[config.mk]
export PLATFORM = sky130hd
export DESIGN_NAME = toggle_watch
export DESIGN_NICKNAME = d
export VERILOG_FILES = /design/src/rtl/toggle_watch.sv
export SDC_FILE = /design/constraint.sdc
export NUM_CORES = 1
export LEC_CHECK = 0
export CAP_MARGIN = 10
export CORE_ASPECT_RATIO = 0.7
export CORE_MARGIN = 4
export CORE_UTILIZATION = 35
export CTS_CLUSTER_DIAMETER = 100
export DETAILED_ROUTE_END_ITERATION = 10
export DONT_BUFFER_PORTS = 1
export GPL_ROUTABILITY_DRIVEN = 0
export PLACE_DENSITY = 0.55
export SLEW_MARGIN = 20
export SYNTH_ARGS = -nofsm -noshare
export SYNTH_HDL_FRONTEND = slang
export SYNTH_SLANG_ARGS = --single-unit
[constraint.sdc]
create_clock -name clk -period 2.46 [get_ports clk]
set_input_delay 0.369 -clock clk [delete_from_list [all_inputs] [get_ports clk]]
set_output_delay 0.369 -clock clk [all_outputs]
set_load 0.01 [all_outputs]
[src/rtl/toggle_watch.sv]
// toggle_watch: synchronises a T flip-flop's Q output and counts its toggles over a
// programmable window, flagging a stall when Q stays quiet for STALL_LIM window cycles.
module toggle_watch #(
    parameter int CNT_W     = 8,
    parameter int WIN_W     = 16,
    parameter int STALL_LIM = 64
) (
    input  logic             clk,
    input  logic             reset,
    input  logic             q_in,
    input  logic             start,
    input  logic [WIN_W-1:0] window_len,
    output logic             busy,
    output logic             done,
    output logic [CNT_W-1:0] toggle_cnt,
    output logic             stall,
    output logic             q_level
);

    typedef enum logic [1:0] {
        IDLE  = 2'd0,
        COUNT = 2'd1,
        DONE  = 2'd2
    } state_t;

    localparam logic [CNT_W-1:0] CNT_MAX     = '1;
    localparam logic [CNT_W-1:0] CNT_ONE     = CNT_W'(1);
    localparam logic [WIN_W-1:0] IDLE_MAX    = '1;
    localparam logic [WIN_W-1:0] WIN_ONE     = WIN_W'(1);
    localparam logic [WIN_W-1:0] WIN_ZERO    = '0;
    localparam logic [WIN_W-1:0] STALL_LIM_W = WIN_W'(STALL_LIM);

    state_t             state_q,     state_d;
    logic [WIN_W-1:0]   remaining_q, remaining_d;
    logic [CNT_W-1:0]   cnt_q,       cnt_d;
    logic [WIN_W-1:0]   idle_q,      idle_d;
    logic               stall_q,     stall_d;
    logic               s1_q,        s1_d;
    logic               s2_q,        s2_d;
    logic               s3_q,        s3_d;
    logic               toggle_seen;

    // s1/s2 resolve metastability; s3 is only the delayed copy for edge detection
    always_comb begin
        s1_d        = q_in;
        s2_d        = s1_q;
        s3_d        = s2_q;
        toggle_seen = s2_q ^ s3_q;
    end

    always_ff @(posedge clk or posedge reset) begin
        if (reset) begin
            state_q     <= IDLE;
            remaining_q <= '0;
            cnt_q       <= '0;
            idle_q      <= '0;
            stall_q     <= 1'b0;
            s1_q        <= 1'b0;
            s2_q        <= 1'b0;
            s3_q        <= 1'b0;
        end else begin
            state_q     <= state_d;
            remaining_q <= remaining_d;
            cnt_q       <= cnt_d;
            idle_q      <= idle_d;
            stall_q     <= stall_d;
            s1_q        <= s1_d;
            s2_q        <= s2_d;
            s3_q        <= s3_d;
        end
    end

    always_comb begin
        state_d     = state_q;
        remaining_d = remaining_q;
        cnt_d       = cnt_q;
        idle_d      = idle_q;
        stall_d     = stall_q;

        case (state_q)
            IDLE: begin
                if (start) begin
                    remaining_d = window_len;
                    cnt_d       = '0;
                    idle_d      = '0;
                    stall_d     = 1'b0;
                    state_d     = (window_len != WIN_ZERO) ? COUNT : DONE;
                end
            end
            COUNT: begin
                remaining_d = remaining_q - WIN_ONE;
                if (toggle_seen) begin
                    if (cnt_q != CNT_MAX) begin
                        cnt_d = cnt_q + CNT_ONE;
                    end
                    idle_d = '0;
                end else begin
                    if (idle_q != IDLE_MAX) begin
                        idle_d = idle_q + WIN_ONE;
                    end
                    if (idle_d >= STALL_LIM_W) begin
                        stall_d = 1'b1;
                    end
                end
                // the edge that consumes the last remaining cycle is still counted above
                if (remaining_q == WIN_ONE) begin
                    state_d = DONE;
                end
            end
            DONE: begin
                state_d = IDLE;
            end
            default: begin
                state_d = IDLE;
            end
        endcase
    end

    always_comb begin
        busy       = (state_q == COUNT);
        done       = (state_q == DONE);
        toggle_cnt = cnt_q;
        stall      = stall_q;
        q_level    = s2_q;
    end

endmodule

# --- Word-level counts from Yosys, hierarchy flattened ---
# Cells that the tools add are included.
totals:
  regBits: 46
  in_bits: 20
  elab_cells: 51
op_classes:
  addsub: 3
  n_lt_le_gt_ge: 1
  n_eq_ne: 11
  n_mux: 20
  bitwise: 1
  n_reduce_logical: 7
ops:
  columns: ["operator", "count"]
  rows:
  - ["$mux 16", 6]
  - ["$pmux 16 s2", 2]
  - ["$mux 8", 3]
  - ["$add 16x1->16 const B", 1]
  - ["$eq 16x1->1 const B", 1]
  - ["$ge 16x7->1 const B", 1]
  - ["$ne 16x16->1 const B", 1]
  - ["$pmux 8 s2", 1]
  - ["$reduce_bool 16->1", 1]
  - ["$sub 16x1->16 const B", 1]
  - ["$add 8x1->8 const B", 1]
  - ["$ne 2x1->1 const B", 4]
  - ["$ne 8x8->1 const B", 1]
  - ["$reduce_and 4->1", 2]
  - ["$mux 2", 3]
  - ["$ne 2x2->1 const B", 2]
  - ["$pmux 2 s2", 1]
  - ["$reduce_and 2->1", 2]
  - ["$mux 1", 3]
  - ["$eq 2x1->1 const B", 1]
  - ["$eq 2x2->1 const B", 1]
  - ["$logic_not 2->1", 1]
  - ["$pmux 1 s2", 1]
  - ["$reduce_bool 2->1", 1]
  - ["$xor 1x1->1", 1]

# --- Logic depth before layout (Yosys ltp) ---
# Gate-level depths: netlist of run 1.
depth:
  depth_word: 8
  depth_mapped: 9
  mapped_depth_nobuf: 7

# --- Worst setup path after synthesis of run 1 ---
# OpenSTA, ideal clock, no wires.
synth_timing:
  path_kind: "register to register"
  from: "reg idle_q[0]"
  to: "reg stall_q (netlist: stall)"
  setup_time_ns: 0.146
  t_arrival_ns: 1.991
  required_time_ns: 2.314
  path_slack_ns: 0.322
  stages_incl_launch_ff: 7
  n_path_buf: 0
  synth_period_minus_slack_ns: 2.138
  cell_sequence: "dfrtp_1 ha_1 nand4_4 nor4_1 mux2_2 a2111oi_0 a211oi_2"
synth_between:
  elab_chain_cells: 7
  elab_cells_between_ends: 8
  classes_between: "add/sub (1); order compare (1); eq/ne (2); mux (3); reduce/logical (1)"
synth_lines:
  columns: ["element", "line_no", "rtl"]
  rows:
  - ["start, declared", "36", "logic [WIN_W-1:0] idle_q, idle_d;"]
  - ["start signal, assigned", "65", "idle_q <= idle_d;"]
  - ["$add 16x1->16 / $ne 16x16->1 (equally long branches)", "99, 98", null]
  - ["$mux 16 (*)", "98", "if (idle_q != IDLE_MAX) begin"]
  - ["$mux 16 (*)", "92", "if (toggle_seen) begin"]
  - ["$mux 16 (*)", "80", "case (state_q)"]
  - ["$ge 16x7->1 (*)", "101", "if (idle_d >= STALL_LIM_W) begin"]
  - ["$ne 2x1->1 (no line) (*)", null, null]
  - ["$reduce_and 4->1 (no line) (*)", null, null]
  - ["end signal, assigned", "66", "stall_q <= stall_d;"]
  - ["end, declared", "37", "logic stall_q, stall_d;"]
# Mark *: on every way between the ends. The rest lies on a longest branch, timed or not. The select of a mux whose other input is x is not followed.
# A chain may end at the register's enable or synchronous reset.

# --- Final worst setup path of run 1 ---
layout_timing:
  from: "reg idle_q[1]"
  to: "reg stall_q (netlist: stall)"
# The elaborated chain is that of the path after synthesis.

==> results of run 1 <==
## metal layers
layer,wire length (um),share of wire (%),vias up
met5,0,0,-
met4,63,0.81,0
met3,579,7.5,6
met2,2950,38,90
met1,4140,54,1206
li1,-,-,1237
## report_power, final
part | leakage [nW] | total, W | switching (W) | internal (W)
sequential | 0.580 | 0.00120 | 0.000266 | 0.000932
combinational | 0.586 | 0.00111 | 0.000685 | 0.000427
clock | 0.0708 | 0.000671 | 0.000294 | 0.000377
total | 1.24 | 0.00298 | 0.00124 | 0.00174
## critical path, cell delays in order, from the launching register on
cell and delay [ns]:
sky130_fd_sc_hd__dfrtp_1 0.39, sky130_fd_sc_hd__ha_1 0.30, sky130_fd_sc_hd__nand4_4 0.12, sky130_fd_sc_hd__buf_4 0.18, sky130_fd_sc_hd__nor3_1 0.36, sky130_fd_sc_hd__xor2_1 0.12
sky130_fd_sc_hd__a2111oi_1 0.53, sky130_fd_sc_hd__a211oi_2 0.14
## placed cells by master (no fill, tap or decap), types with 4 or more instances in the layout
cell                        count
sky130_fd_sc_hd__dfrtp_1       46
sky130_fd_sc_hd__nor2_1        38
sky130_fd_sc_hd__a21oi_1       32
sky130_fd_sc_hd__nand2_1       22
sky130_fd_sc_hd__o21ai_0       21
sky130_fd_sc_hd__inv_1         16
sky130_fd_sc_hd__nor3_1        16
sky130_fd_sc_hd__nand3_1       12
sky130_fd_sc_hd__nor4_1        12
sky130_fd_sc_hd__buf_4         12
sky130_fd_sc_hd__a31oi_1        8
sky130_fd_sc_hd__xnor2_1        7
sky130_fd_sc_hd__o21ai_1        7
sky130_fd_sc_hd__o22a_1         6
sky130_fd_sc_hd__nand4_1        6
sky130_fd_sc_hd__clkbuf_16      5
sky130_fd_sc_hd__ha_1           4
## cell type report
| type | count | area share, % |
|---|---|---|
| multi-input cells | 255 | 49.9 |
| flip-flops and latches | 46 | 36.4 |
| clock buffers | 6 | 4.07 |
| well taps | 101 | 3.99 |
| repair buffers | 13 | 3.16 |
| inverters | 17 | 2.02 |
| clock inverters | 2 | 0.435 |
## flip-flops by register name, summed over array words and instances (netlist names)
signal and flops:
idle_q 16, q_level 1, remaining_q 16, s1_q 1, s3_q 1, stall 1, state_q 2, toggle_cnt 8
## cells by family (layout without fill, tap and decap cells)
kind of cell / Yosys count / in the layout / synth area share, %
AOI/OAI and AO/OA: 102 / 102 / 22.2
adders and majority gates: 4 / 4 / 1.74
muxes: 3 / 3 / 1.13
DFF: 46 / 46 / 40.1
and+or+nand+nor: 136 / 136 / 26.6
buffers and inverters: 35 / 38 / 5.14
xor gates and xnor gates: 10 / 10 / 3.05
## stage by stage
step / instances / cell area, um^2 / setup WS (ns) / hold WS (ns)
2_1_floorplan: 336 / 2870 / 0.322 / 0.331
3_3_place_gp: 431 / 3010 / 0.161 / 0.290
3_5_place_dp: 431 / 3010 / 0.0971 / 0.302
4_1_cts: 440 / 3160 / 0.0851 / 0.0966
5_1_grt: 440 / 3160 / 0.0528 / 0.0874
6_report: 440 / 3160 / 0.166 / 0.103
## what timing repair did
item / in CTS / in global routing
endpoints found under the hold margin: 19 / 0
hold buffers: 1 / 0
endpoints found under the setup margin: 0 / 1
resized for setup: 0 / 1
## worst paths after layout
path | startpoint | endpoint | slack [ns]
max in group asynchronous | reset | idle_q[8] | 1.33
min in group asynchronous | reset | s1_q | 0.55
max reg2reg | idle_q[1] | stall | 0.17
min reg2reg | s1_q | q_level | 0.35
min | q_in | s1_q | 0.10
max | idle_q[1] | stall | 0.17
==> flow_metrics.tcl, run 1 <==
set metrics [dict create \
    core-area_um2 7940 \
    tightest_slew_ns 0.591 \
    final-max-slew-violation-count 0 \
    detailedRoute.firstPassIterationCount 5 \
    cellPowerDensity_nw_per_um2 942 \
    status "completed" \
    insertion_delay_ns 0.29 \
    overall_power_consumption_w 0.00298 \
    required_ns 2.61 \
    timing.critical_path.from_type "register" \
    postCtsSetupBuffers 0 \
    gate_count_after_technology_mapping 336 \
    finalCritPeriodShare_pct 93.2 \
    placement.io_buffers 0 \
    synth.yosys.seq_area_share_pct 40.1 \
    synth_flop_cell "sky130_fd_sc_hd__dfrtp_1" \
    grt_most_used_layer "met1" \
    rsz_0062_raised_after_global_routing "no" \
    floorplan.initialDensity_pct 36.2 \
    flow.area_growth_from_synthesis_pct 10.1 \
    yosysTopAreaCellShare_pct 40.1 \
    grt-ovfl-total 0 \
    die_h_um 83.8 \
    cts.clk_slew.worst_paths_ns 0.06 \
    max-slew-margin-rel_pct 60.5 \
    post_synth_main_area_contributors "sky130_fd_sc_hd__dfrtp_1 40%, sky130_fd_sc_hd__a21oi_1 5.6%, sky130_fd_sc_hd__nor2_1 5.0%" \
    grt.met2_usage_pct 21.1 \
    max_cap_viol_count 0 \
    postRouteAntennaNets 0 \
    synth_top_area_cell "sky130_fd_sc_hd__dfrtp_1" \
    chipWidth_um 116 \
    worst_hold_path_type "in2reg" \
    grt_use_met1_pct 27.0 \
    numClockSinks 46 \
    routed_wire_length_mm 7.74 \
    ys_types 58 \
    ir_worst_vdd_v 0.000374 \
    dieArea_um2 9750 \
    initial_drt_markers 198 \
    filler_cell_count 796 \
    grt_usage_pct 16.5 \
    async_flop_share_pct 100 \
    place_hpwl_mm 5.67 \
    postSynthRegisterBits 46 \
    fin_worst_skew_ns 0.00921 \
    r2r.worst_path.cells 7 \
    hold_path_depth 0 \
    synth_area_um2 2870 \
    grt_pass1_wl_mm 12.8 \
    cts-buffers-inserted 5 \
    yosysWarningCount 0 \
    use_met3_pct 4.28 \
    min_period_ns 2.29 \
    register_area_um2 1150 \
    io_pins 32 \
    detail_route.vias_per_cell 5.77 \
    first_global_vias 2435 \
    clk_root_buffer_cell "sky130_fd_sc_hd__clkbuf_16" \
    cts.path.max_buffers 2 \
    nets 362 \
    synth.most_common_cell "sky130_fd_sc_hd__dfrtp_1" \
    pin_count_of_the_biggest_net_entering_global_routing 23 \
    vias 2539 \
    max_clock_freq_ghz 0.436 \
    finalSetupTns_ns 0 \
    h-tree-depth 2 \
    synth.net_count 360 \
    crit_fanout 6 \
    diodes_inserted 0 \
    post_route_cells_drive_above_1_share_pct 11.8 \
    drc_errors 0 \
    num_rows 27 \
    final-hold-violation-count 0 \
    synth_area_per_cell_um2 8.55 \
    end_kind "register" \
    post-route-util_pct 39.9 \
    synth.top_cells.by_count "46 x sky130_fd_sc_hd__dfrtp_1, 38 x sky130_fd_sc_hd__nor2_1, 32 x sky130_fd_sc_hd__a21oi_1" \
    setup_viol 0 \
    antenna_found_initial 0 \
    power_leakage_nw 1.24 \
    tritoncts "yes" \
    worst-endpoint-arrival_ns 2.44 \
    multi_input_comb_area_um2 1580 \
    synth-edff-count 0 \
    routedWlPerCell_um 17.6 \
    critical_path_class "reg2reg" \
]
Note: power is estimated with default switching activity, not from simulation.
==> run 2: changes to the inputs <==
- DONT_BUFFER_PORTS: 1 -> default
- PLACE_DENSITY: 0.55 -> 0.6
==> flow_metrics.tcl, run 2 (synthesis gave the netlist of run 1 again) <==
set metrics [dict create \
    post_route_cells_drive_above_1_share_pct 10.6 \
    final-max-slew-violation-count 0 \
    floorplan.initialDensity_pct 36.2 \
    routed_wire_length_mm 7.90 \
    layout.cells.most_common "sky130_fd_sc_hd__dfrtp_1" \
    rsz_0062_raised_after_global_routing "no" \
    crit_family "buffers and inverters" \
    tritoncts "yes" \
    grt-ovfl-total 0 \
    end_kind "output pin" \
    cell_internal_pwr_w 0.00190 \
    max-slew-margin-rel_pct 56.0 \
    hold_buffers 0 \
    die_h_um 83.8 \
    vias 2699 \
    worstPathBufferInverterCount 2 \
    worst_hold_path_type "reg2reg" \
    dieArea_um2 9750 \
    detailedRoute.firstPassIterationCount 6 \
    pwr-share-seq_pct 37.5 \
    pin_count_of_the_biggest_net_entering_global_routing 47 \
    max_cap_viol_count 0 \
    insertion_delay_ns 0.29 \
    num_rows 27 \
    critical_path_class "reg2out" \
    worstHoldStart "s1_q" \
    chipWidth_um 116 \
    nets 391 \
    required_ns 2.09 \
    tightest_slew_ns 0.657 \
    finalHoldWorstSlack_ns 0.358 \
    setup_viol 0 \
    drc_errors 0 \
    postRouteAntennaNets 0 \
    clk_root_buffer_cell "sky130_fd_sc_hd__clkbuf_16" \
    min_period_ns 2.29 \
    postCtsSetupBuffers 0 \
    place_hpwl_mm 5.61 \
    cellPowerDensity_nw_per_um2 908 \
    detail_route.vias_per_cell 5.75 \
    holdPathEnd "q_level" \
    core-area_um2 7940 \
    hold_path_depth 0 \
    ir_worst_vdd_v 0.000517 \
    cpMaxStageDelayCell "sky130_fd_sc_hd__clkdlybuf4s50_1" \
    numClockSinks 46 \
    startpoint "state_q[1]" \
    status "completed" \
    cts.clk_slew.worst_paths_ns 0.07 \
    max_clock_freq_ghz 0.437 \
    antenna_found_initial 0 \
    reg2reg_from "idle_q[1]" \
    grt_pass1_wl_mm 13.0 \
    power_leakage_nw 1.35 \
    final-hold-violation-count 0 \
    reg2reg_slack_ns 0.21 \
    crit_fanout 11 \
    first_global_vias 2486 \
    pwr-share-clk_pct 24.0 \
    r2r-end "stall" \
    finalCritPeriodShare_pct 93.0 \
    post-route-util_pct 43.8 \
    worst-endpoint-arrival_ns 1.92 \
    io_pins 32 \
    grt_usage_pct 16.6 \
    initial_drt_markers 407 \
    fin_worst_skew_ns 0.00416 \
    flow.area_growth_from_synthesis_pct 20.9 \
    cts.path.max_buffers 2 \
    logic_gate_share_of_total_power_pct 38.5 \
    path_cells "nand2b_1 -> inv_1 -> clkdlybuf4s50_1" \
    cts-buffers-inserted 5 \
    post_cts_resized 0 \
    diodes_inserted 0 \
    layout_common_cells "46 x sky130_fd_sc_hd__dfrtp_1, 38 x sky130_fd_sc_hd__nor2_1, 32 x sky130_fd_sc_hd__a21oi_1" \
    h-tree-depth 2 \
    timing.critical_path.from_type "register" \
    routedWlPerCell_um 16.8 \
    finalSetupTns_ns 0 \
    timing.critical_path.slowest_cell_delay_ns 0.57 \
    r2r.worst_path.cells 7 \
    net-switching-power_w 0.00126 \
    placement.io_buffers 31 \
    power.share.switching_pct 39.9 \
]
run 2: cell types whose count changed in the layout (fill, tap and decap cells not counted), sizes merged:
cell | before | now
clkdlybuf4s50 | 0 | 31
clkbuf | 6 | 8
clkinv | 2 | 0
buf | 12 | 11
dlygate4sd3 | 1 | 0
run 2: final cells by class:
cell class,count,area (um^2)
sequential,46,1150
clock buffer,8,166
inverter,17,63.8
timing repair buffer,42,393
fill,754,4460
multi-input combinational,255,1580
tap,101,126
run 2: power by group through the flow:
stage	logic [W]	clock network, W	registers (W)
finish	0.00122	0.000757	0.00118
CTS	0.00121	0.000771	0.00118
global placement	0.00118	0	0.00118
global route	0.00136	0.000810	0.00121
detailed placement	0.00120	0	0.00119
floorplan	0.000860	0	0.00110
run 2: worst max path at each step:
stage            end  slack (ns)  cells after the start
6_report        busy        0.17                      3
5_1_grt         busy        0.06                      3
4_1_cts         busy        0.16                      3
3_5_place_dp   stall        0.24                      6
3_3_place_gp   stall        0.29                      6
2_1_floorplan  stall        0.32                      6
run 2: metal layers:
metal / part of all wire, % / GRT usage (%) / vias to the layer above
met5: 0 / 0 / -
met4: 0.34 / 2.74 / 0
met3: 9.5 / 4.86 / 3
met2: 41 / 21.1 / 134
met1: 50 / 27.2 / 1268
li1: - / - / 1294
run 2: through the flow:
stage	instance area, um^2	total power, W	setup slack, ns	cells
2_1_floorplan	2870	0.00196	0.322	336
3_3_place_gp	3310	0.00236	0.286	461
3_5_place_dp	3310	0.00239	0.244	461
4_1_cts	3480	0.00316	0.161	469
5_1_grt	3480	0.00338	0.0645	469
6_report	3480	0.00315	0.172	469
==> run 3: changes to the inputs <==
- ABC_AREA: default -> 1
==> flow_metrics.tcl, run 3 <==
set metrics [dict create \
    h-tree-depth 2 \
    synth_area_per_cell_um2 7.46 \
    synth_top_area_cell "sky130_fd_sc_hd__dfrtp_1" \
    detail_route.vias_per_cell 5.23 \
    routedWlPerCell_um 14.2 \
    detailedRoute.firstPassIterationCount 5 \
    path_cells "inv_2 -> nor2_8 -> clkdlybuf4s50_1" \
    synth-edff-count 0 \
    die_h_um 83.6 \
    setup_viol 0 \
    status "completed" \
    hold_buffers 0 \
    initial_drt_markers 139 \
    synth_flop_cell "sky130_fd_sc_hd__dfrtp_1" \
    yosysWarningCount 0 \
    postSynthRegisterBits 46 \
    vias 2700 \
    worst-endpoint-arrival_ns 1.93 \
    grt_usage_pct 15.6 \
    timing.critical_path.slowest_cell_delay_ns 0.61 \
    chipWidth_um 116 \
    nets 439 \
    power_leakage_nw 1.48 \
    fin_worst_skew_ns 0.00507 \
    synth_area_um2 2860 \
    floorplan.initialDensity_pct 36.2 \
    worstPathBufferInverterCount 2 \
    core-area_um2 7910 \
    finalCritPeriodShare_pct 93.6 \
    placement.io_buffers 31 \
    crit_family "buffers and inverters" \
    tightest_slew_ns 0.437 \
    postCtsSetupBuffers 0 \
    synth.yosys.seq_area_share_pct 40.3 \
    dieArea_um2 9700 \
    gate_count_after_technology_mapping 383 \
    cts.path.max_buffers 2 \
    required_ns 2.09 \
    routed_wire_length_mm 7.31 \
    ir_worst_vdd_v 0.000492 \
    cts.clk_slew.worst_paths_ns 0.06 \
    ys_types 39 \
    post_synth_main_area_contributors "sky130_fd_sc_hd__dfrtp_1 40%, sky130_fd_sc_hd__nand2_1 10%, sky130_fd_sc_hd__o21ai_0 7.7%" \
    cts-buffers-inserted 5 \
    async_flop_share_pct 100 \
    pin_count_of_the_biggest_net_entering_global_routing 23 \
    max_cap_viol_count 0 \
    critical_path_class "reg2out" \
    post_cts_resized 0 \
    tritoncts "yes" \
    finalSetupTns_ns 0 \
    synth.top_cells.by_count "78 x sky130_fd_sc_hd__nand2_1, 49 x sky130_fd_sc_hd__inv_1, 46 x sky130_fd_sc_hd__dfrtp_1" \
    layout.cells.most_common "sky130_fd_sc_hd__nand2_1" \
    num_rows 27 \
    final-hold-violation-count 0 \
    yosysTopAreaCellShare_pct 40.3 \
    timing.critical_path.from_type "register" \
    crit_fanout 15 \
    drc_errors 0 \
    diodes_inserted 0 \
    max-slew-margin-rel_pct 70.7 \
    worstHoldStart "s1_q" \
    max_clock_freq_ghz 0.434 \
    rsz_0062_raised_after_global_routing "no" \
    post-route-util_pct 43.0 \
    grt-ovfl-total 0 \
    placedCellCount 509 \
    min_period_ns 2.30 \
    numClockSinks 46 \
    layout_common_cells "78 x sky130_fd_sc_hd__nand2_1, 48 x sky130_fd_sc_hd__inv_1, 46 x sky130_fd_sc_hd__dfrtp_1" \
    cpMaxStageDelayCell "sky130_fd_sc_hd__dfrtp_1" \
    postRouteAntennaNets 0 \
    cellPowerDensity_nw_per_um2 932 \
    reg2reg_from "state_q[0]" \
    fin_cells 516 \
    synth.most_common_cell "sky130_fd_sc_hd__nand2_1" \
    place_hpwl_mm 5.55 \
    startpoint "state_q[0]" \
    end_kind "output pin" \
    synth.net_count 407 \
    final-max-slew-violation-count 0 \
    insertion_delay_ns 0.28 \
    flow.area_growth_from_synthesis_pct 18.9 \
    grt_pass1_wl_mm 12.3 \
    first_global_vias 2473 \
    post_route_cells_drive_above_1_share_pct 8.19 \
    antenna_found_initial 0 \
    clk_root_buffer_cell "sky130_fd_sc_hd__clkbuf_16" \
    io_pins 32 \
    worst_hold_path_type "reg2reg" \
]
## run 3: metrics by stage
step           instance area [um^2]  hold slack [ns]  power [W]  worst slack, ns
4_1_cts                        3400            0.364    0.00318            0.187
5_1_grt                        3400            0.372    0.00344           0.0491
2_1_floorplan                  2860            0.331    0.00212            0.859
3_3_place_gp                   3260            0.332    0.00249            0.328
6_report                       3400            0.361    0.00317            0.157
3_5_place_dp                   3260            0.348    0.00251            0.308
## run 3: where the power goes
| part | switching, W | total, W | leakage [nW] | internal (W) |
|---|---|---|---|---|
| Clock | 0.000278 | 0.000650 | 0.0629 | 0.000372 |
| Combinational | 0.000891 | 0.00137 | 0.824 | 0.000483 |
| Sequential | 0.000186 | 0.00115 | 0.589 | 0.000959 |
| Total | 0.00136 | 0.00317 | 1.48 | 0.00181 |
## run 3: cells by family (layout without fill, tap and decap cells)
group / after synthesis / count (layout) / share of synthesized area [%]
AND/OR/NAND/NOR: 176 / 176 / 28.8
flip-flops: 46 / 46 / 40.3
AO/OA/AOI/OAI: 88 / 88 / 18.1
XOR/XNOR: 6 / 6 / 1.84
adder cells (fa/ha/maj): 4 / 4 / 1.75
buffers and inverters: 63 / 95 / 9.23
## run 3: final timing paths
| path | slack [ns] | cells after the start | endpoint |
|---|---|---|---|
| max reg2reg | 0.25 | 10 | toggle_cnt[7] |
| min | 0.36 | 0 | q_level |
| max in group asynchronous | 1.50 | 3 | remaining_q[12] |
| min in group asynchronous | 0.39 | 2 | s1_q |
| min reg2reg | 0.36 | 0 | q_level |
| max | 0.16 | 3 | busy |
## run 3: layout make-up
class,instances,area [um^2]
fill,804,4500
multi-input combinational,274,1440
sequential,46,1150
timing repair buffer,34,333
inverter,54,210
clock buffer,6,129
tap,101,126
clock inverter,1,7.51
## run 3: metal layers
layer,wire length (um),track usage [%],vias up
met3,402,3.19,4
met2,2880,20.9,100
met5,0,0,-
met1,3990,25.8,1252
met4,38,2.21,0
li1,-,-,1344
